==> src/rtl/tx_link_sequencer.sv <==
// tx_link_sequencer: bring-up sequencer and PRBS error-injection scheduler
// for the serializer TX path. Releases divider, 16:4 mux and PRBS resets in
// that order with a per-stage settle time, then flags tx_ready and drives
// inj_error (single-shot on inj_single rising edge, or every inj_period cycles).
// Ports: clk/rst (async active-high); en run level; cfg_*_cyc stage settle
// counts; inj_mode/inj_single/inj_period injection control; rst_div/rst_mux/
// rst_prbs stage resets; inj_error strobe; tx_ready; seq_state FSM state.
// Optional macro TX_INJ_CNT_EN adds inj_count[15:0], a saturating count of
// inj_error cycles, cleared on each PRBS->RUN transition.
module tx_link_sequencer #(
  parameter int CW = 8,
  parameter int PW = 16
) (
  input  logic          clk,
  input  logic          rst,
  input  logic          en,
  input  logic [CW-1:0] cfg_div_cyc,
  input  logic [CW-1:0] cfg_mux_cyc,
  input  logic [CW-1:0] cfg_prbs_cyc,
  input  logic [1:0]    inj_mode,
  input  logic          inj_single,
  input  logic [PW-1:0] inj_period,
  output logic          rst_div,
  output logic          rst_mux,
  output logic          rst_prbs,
  output logic          inj_error,
  output logic          tx_ready,
`ifdef TX_INJ_CNT_EN
  output logic [15:0]   inj_count,
`endif
  output logic [2:0]    seq_state
);

  typedef enum logic [2:0] {
    S_IDLE = 3'd0,
    S_DIV  = 3'd1,
    S_MUX  = 3'd2,
    S_PRBS = 3'd3,
    S_RUN  = 3'd4
  } state_t;

  state_t        state, state_nxt;
  logic [CW-1:0] cnt, cnt_nxt;
  logic [PW-1:0] pcnt, pcnt_nxt;
  logic [PW:0]   pcnt_inc;
  logic          single_q;
  logic [1:0]    mode_q;
  logic [PW-1:0] period_q;
  logic          inj_nxt;
  logic          run_stay;
  logic          cfg_chg;
  logic          settled;

  // A dwell count of 0 or 1 both mean "leave after this cycle".
  assign settled = (cnt == '0) || (cnt == CW'(1));

  always_comb begin
    state_nxt = state;
    cnt_nxt   = cnt;
    case (state)
      S_IDLE: begin
        if (en) begin
          state_nxt = S_DIV;
          cnt_nxt   = cfg_div_cyc;
        end
      end
      S_DIV: begin
        if (!en) begin
          state_nxt = S_IDLE;
          cnt_nxt   = '0;
        end else if (settled) begin
          state_nxt = S_MUX;
          cnt_nxt   = cfg_mux_cyc;
        end else begin
          cnt_nxt = cnt - CW'(1);
        end
      end
      S_MUX: begin
        if (!en) begin
          state_nxt = S_IDLE;
          cnt_nxt   = '0;
        end else if (settled) begin
          state_nxt = S_PRBS;
          cnt_nxt   = cfg_prbs_cyc;
        end else begin
          cnt_nxt = cnt - CW'(1);
        end
      end
      S_PRBS: begin
        if (!en) begin
          state_nxt = S_IDLE;
          cnt_nxt   = '0;
        end else if (settled) begin
          state_nxt = S_RUN;
          cnt_nxt   = '0;
        end else begin
          cnt_nxt = cnt - CW'(1);
        end
      end
      S_RUN: begin
        if (!en) state_nxt = S_IDLE;
      end
      default: begin
        state_nxt = S_IDLE;
        cnt_nxt   = '0;
      end
    endcase
  end

  // Injection only fires on edges where RUN is both the current and next
  // state, so leaving RUN clears inj_error on the same edge as tx_ready.
  assign run_stay = (state == S_RUN) && en;
  assign cfg_chg  = (inj_mode != mode_q) || (inj_period != period_q);
  assign pcnt_inc = {1'b0, pcnt} + (PW+1)'(1);

  always_comb begin
    inj_nxt  = 1'b0;
    pcnt_nxt = '0;
    if (run_stay) begin
      case (inj_mode)
        2'd1: inj_nxt = inj_single & ~single_q;
        2'd2: begin
          // A mode/period change restarts the interval from zero.
          if (!cfg_chg && (inj_period != '0)) begin
            if (pcnt_inc == {1'b0, inj_period}) begin
              inj_nxt = 1'b1;
            end else begin
              pcnt_nxt = pcnt_inc[PW-1:0];
            end
          end
        end
        default: inj_nxt = 1'b0;
      endcase
    end
  end

  always_ff @(posedge clk or posedge rst) begin
    if (rst) begin
      state     <= S_IDLE;
      cnt       <= '0;
      pcnt      <= '0;
      single_q  <= 1'b0;
      mode_q    <= '0;
      period_q  <= '0;
      rst_div   <= 1'b1;
      rst_mux   <= 1'b1;
      rst_prbs  <= 1'b1;
      inj_error <= 1'b0;
      tx_ready  <= 1'b0;
    end else begin
      state     <= state_nxt;
      cnt       <= cnt_nxt;
      pcnt      <= pcnt_nxt;
      single_q  <= inj_single;
      mode_q    <= inj_mode;
      period_q  <= inj_period;
      // Resets are decoded from the next state so each output is registered
      // and the release order follows the state order.
      rst_div   <= (state_nxt == S_IDLE);
      rst_mux   <= (state_nxt == S_IDLE) || (state_nxt == S_DIV);
      rst_prbs  <= (state_nxt == S_IDLE) || (state_nxt == S_DIV) || (state_nxt == S_MUX);
      inj_error <= inj_nxt;
      tx_ready  <= (state_nxt == S_RUN);
    end
  end

  assign seq_state = state;

`ifdef TX_INJ_CNT_EN
  always_ff @(posedge clk or posedge rst) begin
    if (rst) begin
      inj_count <= '0;
    end else if ((state == S_PRBS) && (state_nxt == S_RUN)) begin
      inj_count <= '0;
    end else if (inj_nxt && (inj_count != 16'hFFFF)) begin
      inj_count <= inj_count + 16'd1;
    end
  end
`endif

endmodule

==> config.mk <==
export PLATFORM = sky130hd
export DESIGN_NAME = tx_link_sequencer
export DESIGN_NICKNAME = d
export VERILOG_FILES = /design/src/rtl/tx_link_sequencer.sv
export SDC_FILE = /design/constraint.sdc
export NUM_CORES = 1
export LEC_CHECK = 0
export ABC_AREA = 1
export ABC_CLOCK_PERIOD_IN_PS = 5200
export CORE_MARGIN = 4
export CORE_UTILIZATION = 40
export CTS_BUF_LIST = sky130_fd_sc_hd__clkbuf_16
export CTS_CLUSTER_SIZE = 12
export DETAILED_ROUTE_END_ITERATION = 12
export GPL_TIMING_DRIVEN = 0
export HOLD_SLACK_MARGIN = 0.1
export SYNTH_ARGS = -nofsm -noshare
export SYNTH_HDL_FRONTEND = slang
export SYNTH_SLANG_ARGS = --single-unit
export TNS_END_PERCENT = 1
==> constraint.sdc <==
create_clock -name clk -period 5.2 [get_ports clk]
set_input_delay 0.78 -clock clk [delete_from_list [all_inputs] [get_ports clk]]
set_output_delay 0.78 -clock clk [all_outputs]
set_load 0.01 [all_outputs]
==> metrics.yaml, run 1 <==
status: "complete, no violations"
wl_per_cell_um: 12.9
synth_compound_area_share_pct: 7.37
worst_pin_slew_ns: 0.449
cts.sinks: 51
io_buffers: 53
cap_violations: 0
grt_max_degree: 35
core_area_um2: 8180
tns_ns: 0
grt_pass1_vias: 2938
cp.required_ns: 5.42
yosysUniqueCellTypes: 34
cts_root_buffer: "clkbuf_16"
cts_resized: 0
grt-ovfl-total: 0
yosys.area_share.simple_pct: 38.1
fp.dieW_um: 99.4
die_y_um: 99.4
firstDrtPassIters: 4
final_common_cell: "nand2_1"
holdPathStages: 1
path_class: "in2reg"
power_density_nw_per_um2: 247
path_buf_inv: 3
ios: 54
drcViolationCount: 0
synth_nets: 534
clk_latency_ns: 0.29
ys.flop_type: "dfrtp_1"
path_clk_slew_ns: 0.06
rsz0062_at_grt: "no"
timing.hold.ws_ns: 0.516
worstPathCellList: "clkdlybuf4s50_1 > inv_1 > nand4_1 > nor2_1 > nand2_1 > nor4b_1 > nand3_1 > nor2_1 > nand2_4 > buf_8 > nor2_2"
ys_seq_elements: 51
grt_pass1_wl_um: 13800
cts.path.max_buffers: 2
max_slew_margin_pct: 70.0
rr_worst_depth: 12
viasPerCell: 4.86
start_util_pct: 40.9
final_cell_mix: "nand2_1, inv_1, nor2_1"
yosysSeqAreaShare_pct: 38.3
synth_fa_ha_area_share_pct: 1.87
timing.fmax_mhz: 398
drive_above_1_share_pct: 7.16
synth_area_um2: 3340
fp.dieArea_um2: 9880
rows: 33
hold_class: "reg2reg"
yosys_warnings: 0
start_kind: "primary input"
drt-initial-drc-count: 120
path_max_fanout: 10
postCtsSetupBuffers: 0
crit_path_frequent_cell: "nor2_1"
antenna_found_initial: 0
worst-path-stages: 11
gp_congestion: 0.907
dp_hpwl_um: 6800
arrival_ns: 2.73
leakage_uw: 0.00197
layout.nets: 595
final_core_utilization_pct: 51.0
cts_tree: "done"
synth_xor_area_share_pct: 4.75
async_flop_share_pct: 100
avgSynthCellArea_um2: 6.92
synth_edf_count: 0
h-tree-depth: 2
finalWirelength_um: 8400
grt_usage_pct: 17.2
cp_slowest_cell: "clkdlybuf4s50_1"
skew_ns: 0.0128
final.fill_count: 813
antenna_cells: 0
cts_made_buffers: 5
syn_to_final_growth_pct: 24.6
syn_inst: 483
vias: 3162
worst_setup_path_end_kind: "register"
setup_viol_count_final: 0
cts_hold_buf: 0
maxSlewViolCount: 0
crit_family: "simple AND/OR/NAND/NOR gates"
layout_min_cycle_time_ns: 2.51
fin_crit_sh_pct: 48.4
synth_top_family_by_area: "simple AND/OR/NAND/NOR gates"
ant_nets: 0
peakVddDrop_uv: 157
hold_viol: 0
synthMuxAreaShare_pct: 0
slowest_delay_ns: 0.60
[worst paths after layout]
kind | startpoint | slack [ns] | endpoint
max | inj_period[6] | 2.69 | pcnt[6]$_DFF_PP0_
min | pcnt[0]$_DFF_PP0_ | 0.52 | pcnt[0]$_DFF_PP0_
max reg2reg | pcnt[0]$_DFF_PP0_ | 2.92 | pcnt[6]$_DFF_PP0_
min reg2reg | pcnt[0]$_DFF_PP0_ | 0.52 | pcnt[0]$_DFF_PP0_
max in group asynchronous | rst | 3.87 | pcnt[7]$_DFF_PP0_
min in group asynchronous | rst | 0.80 | pcnt[11]$_DFF_PP0_
[per-layer routing]
layer	share of wire (%)	GRT usage (%)
met5	0	0
met4	0.46	2.94
met3	4.3	2.81
met2	43	26.0
met1	52	26.3
[area by class of cell]
class	instances	area, µm²	area share, %
buffer	5	30.0	0.721
tap	105	131	3.15
multi-input combinational	349	1740	41.8
sequential	51	1280	30.7
clock buffer	5	125	3.00
clock inverter	3	16.3	0.390
inverter	78	293	7.03
timing repair buffer	54	551	13.2
[synth_stat cells (2+ instances only)]
cell type / n / area, µm²
a221oi_1: 2 / 17.5
a21oi_1: 9 / 45.0
nand2_2: 2 / 12.5
o22ai_1: 2 / 12.5
o21ai_0: 23 / 115
nor3_1: 6 / 30.0
nor4_1: 2 / 12.5
dfstp_2: 3 / 78.8
nor2_4: 2 / 22.5
dfrtp_1: 48 / 1200
nand4_1: 12 / 75.1
ha_1: 5 / 62.6
inv_1: 77 / 289
xor2_1: 12 / 105
nand3_1: 41 / 205
nor2_2: 16 / 100
o21bai_1: 4 / 30.0
nand2_1: 129 / 484
clkbuf_1: 4 / 15.0
and2_1: 2 / 12.5
nor2_1: 64 / 240
nand3b_1: 2 / 15.0
or2_2: 4 / 25.0
xnor3_1: 2 / 45.0
[flip-flops by register name (all words and copies together), names as in the netlist]
register / cells
pcnt: 16
seq_state: 3
period_q: 16
inj_error: 1
rst_div: 1
rst_prbs: 1
rst_mux: 1
mode_q: 2
tx_ready: 1
cnt: 8
single_q: 1
[stage by stage]
step           setup slack, ns  std cells  total power (µW)  area, µm²
5_1_grt                   2.49        650              1090       4170
3_3_place_gp              2.06        641               713       4010
6_report                  2.69        650              1030       4170
4_1_cts                   2.67        650              1040       4170
3_5_place_dp              2.37        642               717       4030
2_1_floorplan             3.20        483               617       3340
[power breakdown]
part,switching (µW),internal (µW)
registers,16.6,428
logic,157,110
clock network,141,176
total,314,714
[kinds of logic (layout without fill, tap and decap cells)]
logic type               Yosys count  count (layout)
adder cells (fa/ha/maj)            5               5
AO/OA/AOI/OAI                     43              43
AND/OR/NAND/NOR                  286             286
buffers and inverters             83             145
flip-flops                        51              51
XOR/XNOR                          15              15
[worst reg2reg max path: stages, from the launching register on]
cell and delay (ns):
dfrtp_1 0.41, ha_1 0.21, nand2_1 0.12, nor2_2 0.23, nand2_1 0.16, xnor3_1 0.22
nor2_1 0.14, nand2_1 0.09, nor2_1 0.15, nand3_2 0.11, nand2_4 0.12, buf_8 0.17
nor2_2 0.04
No activity file was read; power rests on OpenSTA's default activity.
==> inputs of run 2 (changes only) <==
Settings changed: ABC_CLOCK_PERIOD_IN_PS 5200 to 2500.
Clock period 5.2 ns to 2.5 ns, I/O delays scaled along.
==> metrics.yaml, run 2 (synthesis gave the netlist of run 1 again) <==
grt_pass1_wl_um: 13800
peakVddDrop_uv: 326
setup_viol_count_final: 0
antenna_found_initial: 0
timing.fmax_mhz: 439
start_util_pct: 40.9
core_area_um2: 8180
final_common_cell: "nand2_1"
drt-initial-drc-count: 123
worst_setup_path_end_kind: "register"
cts.path.max_buffers: 2
cts_root_buffer: "clkbuf_16"
grt_pass1_vias: 2938
max_slew_margin_pct: 70.0
maxSlewViolCount: 0
path_class: "reg2reg"
clk_latency_ns: 0.29
drcViolationCount: 0
cts.sinks: 51
drive_above_1_share_pct: 7.16
leakage_uw: 0.00197
wl_per_cell_um: 12.9
h-tree-depth: 2
start_kind: "register"
finalWirelength_um: 8380
cts_tree: "done"
cts_made_buffers: 5
rows: 33
gp_congestion: 0.907
arrival_ns: 2.45
power_density_nw_per_um2: 512
firstDrtPassIters: 4
path_clk_slew_ns: 0.07
status: "complete, no violations"
antenna_cells: 0
cp.required_ns: 2.67
grt_max_degree: 35
fp.dieW_um: 99.4
skew_ns: 0.0128
rsz0062_at_grt: "no"
grt-ovfl-total: 0
tns_ns: 0
path_max_fanout: 10
dp_cells: 642
cap_violations: 0
reg_top3: "pcnt (16), period_q (16), cnt (8)"
syn_to_final_growth_pct: 24.8
final_area_um2: 4170
vias: 3161
ant_nets: 0
final_cell_mix: "nand2_1, inv_1, nor2_1"
fp.dieArea_um2: 9880
layout_min_cycle_time_ns: 2.28
hold_class: "in2async"
viasPerCell: 4.86
dpl_cell_area_um2: 4030
cts_hold_buf: 0
worst_pin_slew_ns: 0.449
stdcell_count: 650
fin_crit_sh_pct: 91.1
grt_usage_pct: 17.2
layout.nets: 595
ios: 54
die_y_um: 99.4
io_buffers: 53
hold_viol: 0
total_power_uw: 2140
dp_hpwl_um: 6800
## run 2: what timing repair did
| action | 4_1_cts | 5_1_grt |
|---|---|---|
| gates resized for setup | 0 | 1 |
| hold endpoints to repair | 0 | 0 |
| setup buffers | 0 | 0 |
| setup endpoints to repair | 0 | 7 |
## run 2: final cells by class
cell class                 count  area, µm²
tap                          105        131
timing repair buffer          54        551
buffer                         5       30.0
fill                         811       4000
clock inverter                 3       16.3
clock buffer                   5        125
sequential                    51       1280
multi-input combinational    349       1750
inverter                      78        293
## run 2: routing by layer
metal	GRT usage (%)	routed length [µm]	vias up
met1	26.3	4340	1446
li1	-	-	1645
met2	26.0	3650	66
met4	2.94	39	0
met5	0	0	-
met3	2.81	352	4
## run 2: metrics by stage
step | utilization, % | worst slack, ns | hold WS [ns]
2_1_floorplan | - | 0.621 | 0.406
3_5_place_dp | 49.2 | 0.0736 | 0.513
4_1_cts | 51.0 | 0.197 | 0.404
5_1_grt | 51.0 | 0.0428 | 0.438
3_3_place_gp | 49.0 | -0.233 | 0.506
6_report | 51.0 | 0.224 | 0.392
## run 2: worst paths after layout
check,from,end,slack (ns),cells past startpoint
max,pcnt[0]$_DFF_PP0_,pcnt[6]$_DFF_PP0_,0.22,14
min,rst,pcnt[11]$_DFF_PP0_,0.39,2
max reg2reg,pcnt[0]$_DFF_PP0_,pcnt[6]$_DFF_PP0_,0.22,14
min reg2reg,pcnt[0]$_DFF_PP0_,pcnt[0]$_DFF_PP0_,0.51,1
max in group asynchronous,rst,pcnt[7]$_DFF_PP0_,1.57,3
min in group clk,pcnt[0]$_DFF_PP0_,pcnt[0]$_DFF_PP0_,0.51,1
## run 2: power by group
| part | switching [µW] | internal (µW) | leakage, µW |
|---|---|---|---|
| logic | 326 | 229 | 0.00126 |
| registers | 34.5 | 889 | 0.000645 |
| clock network | 293 | 366 | 0.0000710 |
| total | 654 | 1480 | 0.00197 |
## run 2: critical path, cell delays in order (launching register included)
cell and delay [ns]:
dfrtp_1 0.42, ha_1 0.24, nand2_1 0.17, nor2_4 0.07
nand2_1 0.13, nor2_1 0.09, nor2_1 0.09, nand2_1 0.06
nor2_1 0.21, nand2_1 0.09, nor2_1 0.13, nand3_2 0.11
nand2_4 0.13, buf_8 0.17, nor2_2 0.04
==> inputs of run 3 (changes only) <==
Settings changed: SLEW_MARGIN set to 40.
==> metrics.yaml, run 3 (synthesis gave the netlist of run 1 again) <==
status: "complete, no violations"
setup_viol_count_final: 0
seq_power_share_pct: 43.3
total_power_uw: 2130
layout.nets: 595
layout_min_cycle_time_ns: 2.28
cts.path.max_buffers: 2
p_clk_share_pct: 30.7
crit_path_frequent_cell: "nand2_1"
combPwrFrac_pct: 26.0
start_util_pct: 40.9
core_area_um2: 8180
hold_class: "in2async"
p_switching_uw: 649
rsz0062_at_grt: "no"
vias: 3115
peakVddDrop_uv: 303
viasPerCell: 4.79
cap_violations: 0
clk_latency_ns: 0.29
antenna_found_initial: 0
timing.fmax_mhz: 438
fp.dieW_um: 99.4
final_cell_mix: "nand2_1, inv_1, nor2_1"
h-tree-depth: 2
ant_nets: 0
crit_family: "simple AND/OR/NAND/NOR gates"
arrival_ns: 2.46
die_y_um: 99.4
wl_per_cell_um: 12.8
path_buf_inv: 1
stdcell_count: 650
antenna_cells: 0
path_clk_slew_ns: 0.07
leakage_uw: 0.00197
final.fill_count: 791
final_common_cell: "nand2_1"
gp_congestion: 0.907
drcViolationCount: 0
dp_cells: 642
firstDrtPassIters: 4
path_max_fanout: 10
ios: 54
max_slew_margin_pct: 71.1
cts_root_buffer: "clkbuf_16"
cts_made_buffers: 5
fin_crit_sh_pct: 91.4
power_density_nw_per_um2: 512
grt_pass1_vias: 2958
cts.sinks: 51
slowest_delay_ns: 0.41
hold_viol: 0
worstPathCellList: "ha_1 > nand2_1 > nor2_2 > nand2_1 > xnor3_1 > nor2_1 > nand2_1 > nor2_1 > nand3_2 > nand2_4 > buf_8 > nor2_2"
timing.hold.ws_ns: 0.368
drive_above_1_share_pct: 7.16
rows: 33
grt_max_degree: 35
final_core_utilization_pct: 51.0
postCtsSetupBuffers: 0
dp_hpwl_um: 6800
p_sw_share_pct: 30.4
syn_to_final_growth_pct: 24.7
cts_hold_buf: 0
drt-initial-drc-count: 156
io_buffers: 53
grt_usage_pct: 17.4
multi_input_area_um2: 1740
worst_setup_path_end_kind: "register"
cts_tree: "done"
cts_resized: 0
path_class: "reg2reg"
ff_latch_area_um2: 1280
fp.dieArea_um2: 9880
skew_ns: 0.0100
start_kind: "register"
grt_pass1_wl_um: 13900
worst_pin_slew_ns: 0.433
cp_slowest_cell: "dfrtp_1"
p_int_uw: 1480
cp.required_ns: 2.68
reg_top3: "pcnt (16), period_q (16), cnt (8)"
maxSlewViolCount: 0
finalWirelength_um: 8310
grt-ovfl-total: 0
## run 3: cell counts in the layout (fill, tap and decap cells not counted)
Identical to the previous run, type by type.
## run 3: area by class of cell
| type | instances | share of cell area, % |
|---|---|---|
| Multi-Input combinational cell | 349 | 41.7 |
| Sequential cell | 51 | 30.7 |
| Timing Repair Buffer | 54 | 13.2 |
| Inverter | 78 | 7.08 |
| Tap cell | 105 | 3.15 |
| Clock buffer | 5 | 3.00 |
| Buffer | 5 | 0.720 |
| Clock inverter | 3 | 0.390 |
## run 3: worst paths after layout
check,cells after the start,slack (ns),endpoint,from
worst min-delay path,2,0.37,pcnt[11]$_DFF_PP0_,rst
min in group clk,1,0.52,pcnt[0]$_DFF_PP0_,pcnt[0]$_DFF_PP0_
max in group asynchronous,3,1.67,pcnt[7]$_DFF_PP0_,rst
worst min register to register,1,0.52,pcnt[0]$_DFF_PP0_,pcnt[0]$_DFF_PP0_
worst max register to register,12,0.22,pcnt[7]$_DFF_PP0_,pcnt[0]$_DFF_PP0_
worst max-delay path,12,0.22,pcnt[7]$_DFF_PP0_,pcnt[0]$_DFF_PP0_
## run 3: layer usage
layer / track usage [%] / vias up / wire length [µm]
li1: - / 1645 / -
met1: 26.7 / 1430 / 4430
met2: 26.0 / 36 / 3620
met3: 2.95 / 4 / 208
met4: 3.26 / 0 / 55
met5: 0 / - / 0
## run 3: power groups by stage
stage | Clock, µW | Combinational [µW] | Sequential (µW)
2_1_floorplan | 0 | 347 | 936
3_3_place_gp | 0 | 545 | 938
3_5_place_dp | 0 | 553 | 939
4_1_cts | 683 | 555 | 924
5_1_grt | 715 | 632 | 932
6_report | 656 | 554 | 924
## run 3: metrics by stage
| step | cell area, µm² | TNS (ns) | setup slack (ns) |
|---|---|---|---|
| global route | 4170 | 0 | 0.0295 |
| detailed placement | 4030 | 0 | 0.0705 |
| finish | 4170 | 0 | 0.215 |
| floorplan | 3340 | 0 | 0.621 |
| global placement | 4010 | -11.00 | -0.233 |
| CTS | 4170 | 0 | 0.209 |
